--- config.mk ---
export PLATFORM = sky130hd
export DESIGN_NAME = alu_share_arbiter
export DESIGN_NICKNAME = d
export VERILOG_FILES = /design/src/rtl/alu_share_arbiter.sv
export SDC_FILE = /design/constraint.sdc
export NUM_CORES = 1
export LEC_CHECK = 0
export CAP_MARGIN = 30
export CELL_PAD_IN_SITES_DETAIL_PLACEMENT = 1
export CELL_PAD_IN_SITES_GLOBAL_PLACEMENT = 2
export CORE_MARGIN = 2
export CORE_UTILIZATION = 24
export DETAILED_ROUTE_END_ITERATION = 8
export PLACE_DENSITY = 0.84
export SYNTH_ARGS = -nofsm -noshare
export SYNTH_HDL_FRONTEND = slang
export SYNTH_SLANG_ARGS = --single-unit
--- constraint.sdc ---
create_clock -name clk -period 2.9 [get_ports clk]
set_input_delay 0.435 -clock clk [delete_from_list [all_inputs] [get_ports clk]]
set_output_delay 0.435 -clock clk [all_outputs]
set_load 0.01 [all_outputs]
--- src/rtl/alu_share_arbiter.sv ---
// alu_share_arbiter
// Shares one single-cycle integer ALU between the main execute path (requester 0)
// and the branch/address-compare path (requester 1). Requests are arbitrated
// round-robin and the winner's operands are registered onto the ALU bus. The
// execute phase is held for MUL_CYCLES on multiply and one cycle otherwise. The
// captured result and flags are then returned on the owner's response channel.
// Only one operation is in flight at a time.

module alu_share_arbiter #(
  parameter int DATA_W     = 32,
  parameter int OP_W       = 4,
  parameter int MUL_CYCLES = 3
) (
  input  logic              clk,
  input  logic              rst_n,

  input  logic              req0_valid,
  output logic              req0_ready,
  input  logic [DATA_W-1:0] req0_a,
  input  logic [DATA_W-1:0] req0_b,
  input  logic [OP_W-1:0]   req0_op,

  input  logic              req1_valid,
  output logic              req1_ready,
  input  logic [DATA_W-1:0] req1_a,
  input  logic [DATA_W-1:0] req1_b,
  input  logic [OP_W-1:0]   req1_op,

  output logic [DATA_W-1:0] alu_a,
  output logic [DATA_W-1:0] alu_b,
  output logic [OP_W-1:0]   alu_op,
  input  logic [DATA_W-1:0] alu_out,
  input  logic              alu_zero,
  input  logic              alu_blt,
  input  logic              alu_bgt,

  output logic              rsp0_valid,
  input  logic              rsp0_ready,
  output logic              rsp1_valid,
  input  logic              rsp1_ready,
  output logic [DATA_W-1:0] rsp_result,
  output logic [2:0]        rsp_flags,

  output logic              busy
);

  // The counter holds "remaining execute cycles minus one". A 4-bit counter
  // covers the legal MUL_CYCLES range of 1..15.
  localparam int                CNT_W    = 4;
  localparam logic [OP_W-1:0]   OP_MUL   = OP_W'(4'b1100);
  localparam logic [CNT_W-1:0]  MUL_LOAD = CNT_W'(MUL_CYCLES - 1);
  localparam logic [CNT_W-1:0]  CNT_ZERO = {CNT_W{1'b0}};
  localparam logic [CNT_W-1:0]  CNT_ONE  = CNT_W'(1);

  typedef enum logic [1:0] {
    IDLE = 2'd0,
    EXEC = 2'd1,
    RESP = 2'd2
  } state_t;

  state_t              state_r;
  state_t              state_s;

  logic                prio_r;
  logic                owner_r;
  logic [CNT_W-1:0]    cnt_r;

  logic [DATA_W-1:0]   alu_a_r;
  logic [DATA_W-1:0]   alu_b_r;
  logic [OP_W-1:0]     alu_op_r;
  logic [DATA_W-1:0]   rsp_result_r;
  logic [2:0]          rsp_flags_r;

  logic                grant_vld_s;
  logic                grant_idx_s;
  logic                hs_s;
  logic                exec_done_s;
  logic                owner_rdy_s;
  logic [DATA_W-1:0]   sel_a_s;
  logic [DATA_W-1:0]   sel_b_s;
  logic [OP_W-1:0]     sel_op_s;
  logic [CNT_W-1:0]    cnt_load_s;

  // Round-robin grant: a lone requester wins outright, a tie goes to prio_r.
  always_comb begin
    grant_vld_s = 1'b0;
    grant_idx_s = 1'b0;
    if (req0_valid && req1_valid) begin
      grant_vld_s = 1'b1;
      grant_idx_s = prio_r;
    end else if (req0_valid) begin
      grant_vld_s = 1'b1;
      grant_idx_s = 1'b0;
    end else if (req1_valid) begin
      grant_vld_s = 1'b1;
      grant_idx_s = 1'b1;
    end else begin
      grant_vld_s = 1'b0;
      grant_idx_s = 1'b0;
    end
  end

  // Operand and opcode mux from the granted requester, plus the exec counter load value.
  always_comb begin
    sel_a_s    = req0_a;
    sel_b_s    = req0_b;
    sel_op_s   = req0_op;
    cnt_load_s = CNT_ZERO;
    if (grant_idx_s) begin
      sel_a_s  = req1_a;
      sel_b_s  = req1_b;
      sel_op_s = req1_op;
    end else begin
      sel_a_s  = req0_a;
      sel_b_s  = req0_b;
      sel_op_s = req0_op;
    end
    if (sel_op_s == OP_MUL) begin
      cnt_load_s = MUL_LOAD;
    end else begin
      cnt_load_s = CNT_ZERO;
    end
  end

  // Handshake only in IDLE, and never while reset is asserted, so ready stays low in reset.
  assign hs_s        = rst_n && (state_r == IDLE) && grant_vld_s;
  assign exec_done_s = (state_r == EXEC) && (cnt_r == CNT_ZERO);
  assign owner_rdy_s = owner_r ? rsp1_ready : rsp0_ready;

  // Next-state logic for the IDLE -> EXEC -> RESP sequence.
  always_comb begin
    state_s = state_r;
    case (state_r)
      IDLE: begin
        if (hs_s) begin
          state_s = EXEC;
        end else begin
          state_s = IDLE;
        end
      end
      EXEC: begin
        if (exec_done_s) begin
          state_s = RESP;
        end else begin
          state_s = EXEC;
        end
      end
      RESP: begin
        if (owner_rdy_s) begin
          state_s = IDLE;
        end else begin
          state_s = RESP;
        end
      end
      default: begin
        state_s = IDLE;
      end
    endcase
  end

  // State register.
  always_ff @(posedge clk or negedge rst_n) begin
    if (!rst_n) begin
      state_r <= IDLE;
    end else begin
      state_r <= state_s;
    end
  end

  // Owner and round-robin priority update on each accepted request.
  always_ff @(posedge clk or negedge rst_n) begin
    if (!rst_n) begin
      owner_r <= 1'b0;
      prio_r  <= 1'b0;
    end else if (hs_s) begin
      owner_r <= grant_idx_s;
      prio_r  <= ~grant_idx_s;
    end else begin
      owner_r <= owner_r;
      prio_r  <= prio_r;
    end
  end

  // Execute-cycle counter: loaded on accept, counts down to zero during EXEC.
  always_ff @(posedge clk or negedge rst_n) begin
    if (!rst_n) begin
      cnt_r <= CNT_ZERO;
    end else if (hs_s) begin
      cnt_r <= cnt_load_s;
    end else if ((state_r == EXEC) && (cnt_r != CNT_ZERO)) begin
      cnt_r <= cnt_r - CNT_ONE;
    end else begin
      cnt_r <= cnt_r;
    end
  end

  // ALU input bus: captured on accept and held until the next accept.
  always_ff @(posedge clk or negedge rst_n) begin
    if (!rst_n) begin
      alu_a_r  <= {DATA_W{1'b0}};
      alu_b_r  <= {DATA_W{1'b0}};
      alu_op_r <= {OP_W{1'b0}};
    end else if (hs_s) begin
      alu_a_r  <= sel_a_s;
      alu_b_r  <= sel_b_s;
      alu_op_r <= sel_op_s;
    end else begin
      alu_a_r  <= alu_a_r;
      alu_b_r  <= alu_b_r;
      alu_op_r <= alu_op_r;
    end
  end

  // Response capture on the last execute cycle; held through RESP and beyond.
  always_ff @(posedge clk or negedge rst_n) begin
    if (!rst_n) begin
      rsp_result_r <= {DATA_W{1'b0}};
      rsp_flags_r  <= 3'b000;
    end else if (exec_done_s) begin
      rsp_result_r <= alu_out;
      rsp_flags_r  <= {alu_zero, alu_blt, alu_bgt};
    end else begin
      rsp_result_r <= rsp_result_r;
      rsp_flags_r  <= rsp_flags_r;
    end
  end

  assign req0_ready = hs_s && !grant_idx_s;
  assign req1_ready = hs_s &&  grant_idx_s;

  assign alu_a      = alu_a_r;
  assign alu_b      = alu_b_r;
  assign alu_op     = alu_op_r;
  assign rsp_result = rsp_result_r;
  assign rsp_flags  = rsp_flags_r;

  assign rsp0_valid = (state_r == RESP) && !owner_r;
  assign rsp1_valid = (state_r == RESP) &&  owner_r;
  assign busy       = (state_r != IDLE);

endmodule

==> results of run 1 <==
==> cell usage after synthesis, drive strengths merged <==
cell type,number,area [um^2]
clkbuf,7,26.3
nand2b,2,12.5
dfrtp,111,2780
ha,2,25.0
or3,1,6.26
mux2i,71,711
nor3,1,5.00
o21ai,71,355
nor2b,2,12.5
xnor2,1,8.76
buf,20,140
o221ai,1,8.76
nor2,5,18.8
a21oi,1,5.00
nor4bb,2,20.0
o211ai,1,7.51
o311ai,1,8.76
a21o,1,7.51
mux2,35,503
and2,1,6.26
inv,6,22.5
nor3b,1,18.8
nand2,74,285
==> path summary, 6_finish.rpt <==
kind	start	end	slack, ps	depth (start not counted)
worst max-delay path	req0_valid	req0_ready	420	5
worst min-delay path	rst_n	alu_b[13]	260	2
worst max register to register	cnt_r[0]	rsp_result[18]	920	5
worst min register to register	alu_b[24]	alu_b[24]	480	2
max in group asynchronous	rst_n	alu_a[25]	1430	3
min in group clk	alu_b[24]	alu_b[24]	480	2
==> report_power, final <==
| part | total [mW] | internal, mW | switching, mW | leakage (nW) |
|---|---|---|---|---|
| registers | 2.75 | 2.31 | 0.442 | 1.35 |
| logic | 3.79 | 2.21 | 1.57 | 2.28 |
| clock network | 1.31 | 0.725 | 0.586 | 0.152 |
| total | 7.85 | 5.25 | 2.60 | 3.79 |
==> through the flow <==
step	utilization, %	setup slack, ps	instance area, um^2	total power [mW]
2_1_floorplan	-	1300	4990	4.50
3_3_place_gp	39.8	443	8070	6.49
3_5_place_dp	39.8	406	8070	6.64
4_1_cts	41.3	386	8390	8.00
5_1_grt	41.3	297	8390	8.42
6_report	41.3	417	8390	7.85
==> layout make-up <==
cell class,count,area [um^2],area share (%)
timing repair buffer,288,2900,34.5
clock inverter,5,63.8,0.761
tap,270,338,4.03
inverter,6,22.5,0.269
multi-input combinational,274,2040,24.3
sequential,111,2780,33.1
clock buffer,11,253,3.01
==> critical path: cells and delay by family <==
| family | cells | cell delay (ps) |
|---|---|---|
| AOI/OAI and AO/OA | 1 | 340 |
| buffers and inverters | 3 | 1090 |
| and+or+nand+nor | 1 | 180 |
==> registers in the layout, summed over array words and instances, names as in the netlist, 2 cells and up <==
| name | cells |
|---|---|
| rsp_flags | 3 |
| cnt_r | 4 |
| alu_a | 32 |
| alu_op | 4 |
| state_r | 2 |
| alu_b | 32 |
| rsp_result | 32 |
==> logic make-up after synthesis <==
family	synth area share, %
buf+inv	3.78
mux	24.3
xor+xnor	0.175
compound gates	7.87
fa+ha+maj	0.501
simple gates	7.72
flops	55.6
==> layer usage <==
layer | vias up | part of all wire [%]
met5 | - | 0
met4 | 0 | 2.0
met3 | 18 | 8.2
met2 | 176 | 51
met1 | 2007 | 39
li1 | 1972 | -
==> summary.md, run 1 <==
| Metric | Value |
|---|---|
| GR peak layer | `met2` |
| Post-Route Skew | `~11 ps` |
| Initial antenna violation count | `0` |
| Post-route DRC violation count | `0` |
| Hold_ws | `~260 ps` |
| Largest net degree at the start of global routing | `between 100 and 150` |
| Cell mode on critical path | `clkdlybuf4s50_1` |
| Final net count | `around 870` |
| Io pins | `~290` |
| Post-DRT Antenna Nets | `0` |
| Max_cap viols | `0` |
| Maximum clock rate | `between 0.4 and 0.5 GHz` |
| Vias in the first global route | `4,699` |
| Met2 Use GR | `approximately a quarter` |
| # resized after CTS | `0` |
| Die Area | `about 0.022 mm^2` |
| Setup violators final | `0` |
| Crit-path max FO | `8` |
| Met3 usage | `4.85%` |
| Syn_area_per_cell | `between 10 and 15 um^2` |
| Routability Congestion | `between 0.7 and 0.8` |
| Cell area after synthesis | `roughly 0.005 mm^2` |
| Fill count | `around 2,200` |
| Synth-to-Final Area Change | `68.0%` |
| CTS Hold Bufs | `0` |
| Crit path largest cell delay | `540 ps` |
| Via density | `4.32` |
| Worst-margin pin slew | `about 750 ps` |
| Period utilisation layout | `85.6%` |
| N_diodes | `0` |
| Crit. End Element | `output pin` |
| Final Hold Vio Count | `0` |
| Yosys reg bits | `111` |
| Unrepaired setup endpoints after global routing | `false` |
| Clock tree from TritonCTS | `yes` |
| Most frequent cells in the layout | `clkdlybuf4s50_1, dfrtp_1, nand2_1` |
| Outcome | `completed` |
| Static leakage | `about 3.8 nW` |
| Synth warn | `0` |
| Max-slew violation total from the final report | `0` |
| Crit path kind | `in -> out` |
| Wire per inst | `16.6 um` |
| Cell with the largest stage delay on the worst path | `clkdlybuf4s50_1` |
| Starting Density | `about 25%` |
| Yosys cell types | `29` |
| Num CTS Buffers | `9` |
| PwrDens | `approximately 940 mW/mm^2` |
| Port Buffers | `about 280` |
| Hpwl dp | `12,300 um` |
| Routed vias | `approximately 4,200` |
| Most common cell after layout, fill and taps aside | `clkdlybuf4s50_1` |
| Crit path DAT | `2050 ps` |
| TritonRoute pass-1 iters | `4` |
| DRT Wirelength | `16,000 um` |
| Clock Latency Late Sink | `~340 ps` |
| Chip Width | `~150 um` |
| Dpl cells | `about 950` |
| Share of layout cells above drive strength 1 | `around 8.5%` |
| Die height | `148 um` |
| Post-CTS Setup Inserts | `0` |
| Fin cells | `965` |
| Critical path required time | `2470 ps` |
| CTS Root Buffer Type | `clkbuf_16` |
| Routing usage on met1 | `between 15 and 20%` |
| Startpoint types | `input port` |
| H-tree depth | `3` |
| Min cycle time layout | `around 2500 ps` |
| Clock buffer depth | `2` |
| CP Cell Sequence | `clkdlybuf4s50_1, inv_1, o21ai_4, nor2b_1, clkdlybuf4s50_1` |
| Clock sinks | `111` |
| Core area | `0.0203 mm^2` |
| Row count | `between 50 and 60` |
| GRT overflow | `0` |
| Worst hold path class | `in -> async` |
| Worst VDD drop | `approximately 330 uV` |
| First DRT Iteration DRCs | `about 100` |
| Setup_tns | `0 ps` |
| First-pass GRT wire length | `about 25,000 um` |
| Sequential fraction of the synthesis area | `about 56%` |
| Total track usage | `between 10 and 15%` |
| Mapped Cells | `roughly 420` |
| Rel. slew slack | `50.0%` |
| Clk slew on worst S/H paths | `~80 ps` |
| Synthesized Nets | `597` |
No activity file was read; power rests on OpenSTA's default activity.
==> inputs of run 2 (changes only) <==
Settings changed: GPL_TIMING_DRIVEN from default to 0.
==> run 2 against run 1 <==
Against the previous run: core utilization is 0.87 points higher; largest power group unchanged; sequential power hardly changed; first-iteration DRC count is 29% lower; critical endpoint unchanged; critical path type unchanged; clock power is 5% lower.
==> summary.md, run 2 (synthesis gave the netlist of run 1 again) <==
| Metric | Value |
|---|---|
| Post-route DRC violation count | `0 (unchanged)` |
| Period utilisation layout | `94.1% (was 85.6%)` |
| First DRT Iteration DRCs | `72 (was 101)` |
| TritonRoute pass-1 iters | `4 (unchanged)` |
| Int Power | `5.23 mW (was 5.25 mW)` |
| Met3 routed wirelength | `1400 um (was 1310 um)` |
| Net Switching | `2.70 mW (was 2.60 mW)` |
| Share of layout cells above drive strength 1 | `10.4% (was 8.49%)` |
| Clock tree from TritonCTS | `yes (unchanged)` |
| N_diodes | `0 (unchanged)` |
| Io pins | `285 (unchanged)` |
| Met1 wire length | `6750 um (was 6280 um)` |
| Row count | `52 (unchanged)` |
| Clk pwr share | `15.6% (was 16.7%)` |
| Fill count | `2,200 (was 2,217)` |
| Vias in the first global route | `4,954 (was 4,699)` |
| CP delay by family, top | `buffers and inverters (unchanged)` |
| Max_cap viols | `0 (unchanged)` |
| CP Cell Sequence | `clkdlybuf4s50_1, inv_1, o21ai_1, buf_2, buf_4, nor2b_1, clkdlybuf4s50_1 (was clkdlybuf4s50_1, inv_1, o21ai_4, nor2b_1, clkdlybuf4s50_1)` |
| Critical path required time | `2470 ps (about the same)` |
| Setup violators final | `0 (unchanged)` |
| DR WL met2 | `9000 um (was 8120 um)` |
| Total track usage | `15.9% (was 14.6%)` |
| Clock Latency Late Sink | `350 ps (was 340 ps)` |
| Initial antenna violation count | `0 (unchanged)` |
| Via density | `4.40 (was 4.32)` |
| Cell with the largest stage delay on the worst path | `clkdlybuf4s50_1 (unchanged)` |
| Largest net degree at the start of global routing | `57 (was 145)` |
| Post-DRT Antenna Nets | `0 (unchanged)` |
| Final net count | `895 (was 869)` |
| Crit path DAT | `2300 ps (was 2050 ps)` |
| Final Hold Vio Count | `0 (unchanged)` |
| Port Buffers | `284 (unchanged)` |
| Most common cell after layout, fill and taps aside | `clkdlybuf4s50_1 (unchanged)` |
| Routed vias | `4,360 (was 4,173)` |
| Worst hold path class | `in -> async (unchanged)` |
| CTS Root Buffer Type | `clkbuf_16 (unchanged)` |
| Static leakage | `3.89 nW (was 3.79 nW)` |
| Buffers & Inverters on Critical Path | `5 (was 3)` |
| First-pass GRT wire length | `27,000 um (was 25,400 um)` |
| Wire per inst | `17.6 um (was 16.6 um)` |
| Clock buffer depth | `2 (unchanged)` |
| Post-Route Skew | `11.2 ps (was 10.6 ps)` |
| Clk slew on worst S/H paths | `80 ps (about the same)` |
| Worst-margin pin slew | `497 ps (was 750 ps)` |
| Unrepaired setup endpoints after global routing | `false (unchanged)` |
| Die Area | `0.0220 mm^2 (unchanged)` |
| Reg power frac | `34.8% (was 35.0%)` |
| Setup_tns | `0 ps (unchanged)` |
| Startpoint types | `input port (unchanged)` |
| Clock sinks | `111 (unchanged)` |
| GRT overflow | `0 (unchanged)` |
| Crit path kind | `in -> out (unchanged)` |
| Crit path largest cell delay | `570 ps (was 540 ps)` |
| Worst setup path start | `req0_valid (unchanged)` |
| Routability Congestion | `0.761 (was 0.771)` |
| H-tree depth | `3 (unchanged)` |
| Overall power | `7.93 mW (was 7.85 mW)` |
| Min cycle time layout | `2730 ps (was 2480 ps)` |
| Top layer in use | `met4 (unchanged)` |
| Max-slew violation total from the final report | `0 (unchanged)` |
| Chip Width | `148 um (unchanged)` |
| Rel. slew slack | `66.9% (was 50.0%)` |
| Hold_ws | `34.6 ps (was 261 ps)` |
| Maximum clock rate | `0.366 GHz (was 0.403 GHz)` |
| PwrDens | `926 mW/mm^2 (was 935 mW/mm^2)` |
| Core area | `0.0203 mm^2 (unchanged)` |
| DRT Wirelength | `17,500 um (was 16,000 um)` |
| RR Startpoint | `cnt_r[0] (unchanged)` |
| Crit-path max FO | `10 (was 8)` |
| Die height | `148 um (unchanged)` |
| Cell mode on critical path | `clkdlybuf4s50_1 (unchanged)` |
| Num CTS Buffers | `9 (unchanged)` |
| Most frequent cells in the layout | `clkdlybuf4s50_1, dfrtp_1, nand2_1 (unchanged)` |
| Crit. End Element | `output pin (unchanged)` |
| Layout Utilization | `42.2% (was 41.3%)` |
| Outcome | `completed (unchanged)` |
| Hpwl dp | `13,900 um (was 12,300 um)` |
| Starting Density | `24.6% (unchanged)` |
| Switching part of the total power | `34.1% (was 33.1%)` |
| Logic pwr share | `49.6% (was 48.2%)` |
| Worst VDD drop | `349 uV (was 332 uV)` |
| Synth-to-Final Area Change | `71.5% (was 68.0%)` |
## run 2: power by group through the flow
stage | logic (mW) | registers (mW) | clock network (mW)
final | 3.93 | 2.76 | 1.24
after global routing | 4.27 | 2.86 | 1.35
after CTS | 4.01 | 2.77 | 1.29
after detailed placement | 3.98 | 2.79 | 0
after global placement | 3.88 | 2.73 | 0
after floorplan | 1.45 | 3.05 | 0
## run 2: worst paths after layout
path                            endpoint  slack, ps  cells past startpoint
min                            alu_b[31]         30                      2
min reg2reg                     alu_a[3]        480                      2
min in group clk                alu_a[3]        480                      2
max                           req0_ready        170                      7
max reg2reg                rsp_result[8]       1160                      6
max in group asynchronous      alu_a[28]       2560                      2
## run 2: per-layer routing
layer,global-route usage [%],up-vias
li1,-,2033
met1,17.6,2131
met2,29.3,179
met3,5.34,17
met4,4.14,0
met5,0,-
## run 2: final cells by class
type | count | area [um^2] | area share [%]
Sequential cell | 111 | 2780 | 32.4
Clock inverter | 5 | 40.0 | 0.468
Tap cell | 270 | 338 | 3.95
Inverter | 6 | 22.5 | 0.263
Buffer | 27 | 166 | 1.94
Timing Repair Buffer | 287 | 2940 | 34.3
Clock buffer | 11 | 253 | 2.95
Multi-Input combinational cell | 274 | 2030 | 23.7
## run 2: what timing repair did
item                                   4_1_cts  5_1_grt
setup buffers                                0        0
resized for setup                            2        0
hold buffers                                 1        0
setup endpoints to repair                    2        0
endpoints found under the hold margin       56        0
## run 2: metrics by stage
| stage | cells | worst slack [ps] | instance area (um^2) |
|---|---|---|---|
| 5_1_grt | 991 | 13.8 | 8560 |
| 3_3_place_gp | 972 | -4170 | 8170 |
| 3_5_place_dp | 973 | -253 | 8200 |
| 2_1_floorplan | 418 | 1300 | 4990 |
| 6_report | 991 | 170 | 8560 |
| 4_1_cts | 991 | 125 | 8560 |
==> inputs of run 3 (changes only) <==
Settings changed: GPL_ROUTABILITY_DRIVEN from default to 0.
Clock period 2.9 ns to 3.48 ns, I/O delays scaled along.
==> run 3 against run 2 <==
Against the previous run: die area is the same; non-clock buffer count shrank 2; register-to-register slack gained 580 ps; clock-buffer cell count is the same; total power shrank 17%; cell area shrank 0.80%; sequential power shrank 17%; combinational power shrank 17%; setup slack gained 37 ps; clock power shrank 17%; clock skew shrank 2.8 ps; critical path type unchanged; critical endpoint is now req1_ready; largest power group unchanged.
==> summary.md, run 3 (synthesis gave the netlist of run 1 again) <==
| Metric | Value |
|---|---|
| Outcome | `completed (unchanged)` |
| Via density | `4.38 (was 4.40)` |
| Startpoint types | `input port (unchanged)` |
| Worst-margin pin slew | `554 ps (was 497 ps)` |
| Crit path kind | `in -> out (unchanged)` |
| Period utilisation layout | `a little over nine tenths` |
| Clk slew on worst S/H paths | `80 ps (about the same)` |
| Worst hold path class | `in -> async (unchanged)` |
| N_diodes | `0 (unchanged)` |
| Overall power | `6.59 mW (was 7.93 mW)` |
| Post-DRT Antenna Nets | `0 (unchanged)` |
| Static leakage | `3.85 nW (was 3.89 nW)` |
| Final net count | `893 (was 895)` |
| Most common cell after layout, fill and taps aside | `clkdlybuf4s50_1 (unchanged)` |
| Post-CTS Setup Inserts | `0 (unchanged)` |
| Unrepaired setup endpoints after global routing | `false (unchanged)` |
| Final Hold Vio Count | `0 (unchanged)` |
| Setup violators final | `0 (unchanged)` |
| Io pins | `285 (unchanged)` |
| Worst R2R Setup Slack | `1740 ps (was 1160 ps)` |
| Largest net degree at the start of global routing | `58 (was 57)` |
| Reg2reg end | `rsp_result[8] (unchanged)` |
| Max-slew violation total from the final report | `0 (unchanged)` |
| Maximum clock rate | `between 0.3 and 0.4 GHz` |
| Worst reg2reg path depth | `6 (unchanged)` |
| Clock tree from TritonCTS | `yes (unchanged)` |
| Row count | `52 (unchanged)` |
| Initial antenna violation count | `0 (unchanged)` |
| Clock buffer depth | `2 (unchanged)` |
| # resized after CTS | `0 (was 2)` |
| Port Buffers | `284 (unchanged)` |
| Wire per inst | `17.4 um (was 17.6 um)` |
| Crit path DAT | `2750 ps (was 2300 ps)` |
| First DRT Iteration DRCs | `78 (was 72)` |
| Post-route DRC violation count | `0 (unchanged)` |
| DRT Wirelength | `17,200 um (was 17,500 um)` |
| CTS Root Buffer Type | `clkbuf_16 (unchanged)` |
| Crit. End Element | `output pin (unchanged)` |
| Worst VDD drop | `291 uV (was 349 uV)` |
| Setup_tns | `0 ps (unchanged)` |
| Total track usage | `15.6% (was 15.9%)` |
| RR Startpoint | `cnt_r[0] (unchanged)` |
| Routed vias | `4,328 (was 4,360)` |
| First-pass GRT wire length | `26,600 um (was 27,000 um)` |
| Chip Width | `148 um (unchanged)` |
| Clock sinks | `111 (unchanged)` |
| Starting Density | `24.6% (unchanged)` |
| GRT overflow | `0 (unchanged)` |
| Crit-path max FO | `57 (was 10)` |
| Critical path required time | `2960 ps (was 2470 ps)` |
| Hpwl dp | `13,900 um (unchanged)` |
| Clock Latency Late Sink | `350 ps (about the same)` |
| Core area | `0.0203 mm^2 (unchanged)` |
| Share of layout cells above drive strength 1 | `10.2% (was 10.4%)` |
| H-tree depth | `3 (unchanged)` |
| Die height | `148 um (unchanged)` |
| Most frequent cells in the layout | `clkdlybuf4s50_1, dfrtp_1, nand2_1 (unchanged)` |
| Min cycle time layout | `3270 ps` |
| Post-Route Skew | `8.39 ps (was 11.2 ps)` |
| Vias in the first global route | `4,903 (was 4,954)` |
| TritonRoute pass-1 iters | `4 (unchanged)` |
| Synth-to-Final Area Change | `70.2% (was 71.5%)` |
| CTS Hold Bufs | `0 (was 1)` |
| Num CTS Buffers | `9 (unchanged)` |
| Max_cap viols | `0 (unchanged)` |
| PwrDens | `776 mW/mm^2 (was 926 mW/mm^2)` |
| Rel. slew slack | `63.1% (was 66.9%)` |
| Die Area | `0.0220 mm^2 (unchanged)` |
-- run 3: cell types whose count changed in the layout (fill, tap and decap cells not counted) --
cell and delta:
buf_12 -1, bufbuf_16 -1, buf_6 +1, buf_16 -1
-- run 3: stage by stage --
step	utilization, %	instance area, um^2	instances	hold WS (ps)	worst slack [ps]
after floorplan	-	4990	418	226	1710
after global placement	40.3	8170	972	463	-3760
after detailed placement	40.4	8200	973	472	153
after CTS	41.8	8490	989	141	147
after global routing	41.8	8490	989	136	15.0
final	41.8	8490	989	119	207
-- run 3: metal layers --
| layer | vias to the layer above | track usage, % | share of wire (%) |
|---|---|---|---|
| li1 | 2029 | - | - |
| met1 | 2102 | 17.2 | 39 |
| met2 | 178 | 28.7 | 51 |
| met3 | 19 | 5.21 | 7.9 |
| met4 | 0 | 4.14 | 1.9 |
| met5 | - | 0 | 0 |
-- run 3: worst max path at each step --
stage / startpoint / endpoint / slack, ps / depth (start not counted)
after floorplan: req0_valid / req0_ready / 1710 / 5
after global placement: rst_n / req1_ready / -3760 / 6
after detailed placement: rst_n / req1_ready / 150 / 7
after CTS: rst_n / req1_ready / 150 / 7
after global routing: rst_n / req1_ready / 20 / 7
final: rst_n / req1_ready / 210 / 7
-- run 3: worst max-delay path, stage by stage --
cell	delay, ps
buf_6	410
buf_16	330
o211ai_1	180
buf_2	230
buf_6	170
nor2_1	230
clkdlybuf4s50_1	620
-- run 3: final cells by class --
| type | instances | area (um^2) |
|---|---|---|
| Fill cell | 2206 | 11800 |
| Clock inverter | 5 | 40.0 |
| Tap cell | 270 | 338 |
| Sequential cell | 111 | 2780 |
| Clock buffer | 11 | 253 |
| Inverter | 6 | 22.5 |
| Buffer | 27 | 166 |
| Timing Repair Buffer | 285 | 2870 |
| Multi-Input combinational cell | 274 | 2030 |
-- run 3: report_power, final --
group | total [mW] | internal [mW] | switching, mW
combinational | 3.27 | 1.89 | 1.37
clock | 1.03 | 0.533 | 0.495
sequential | 2.30 | 1.92 | 0.374
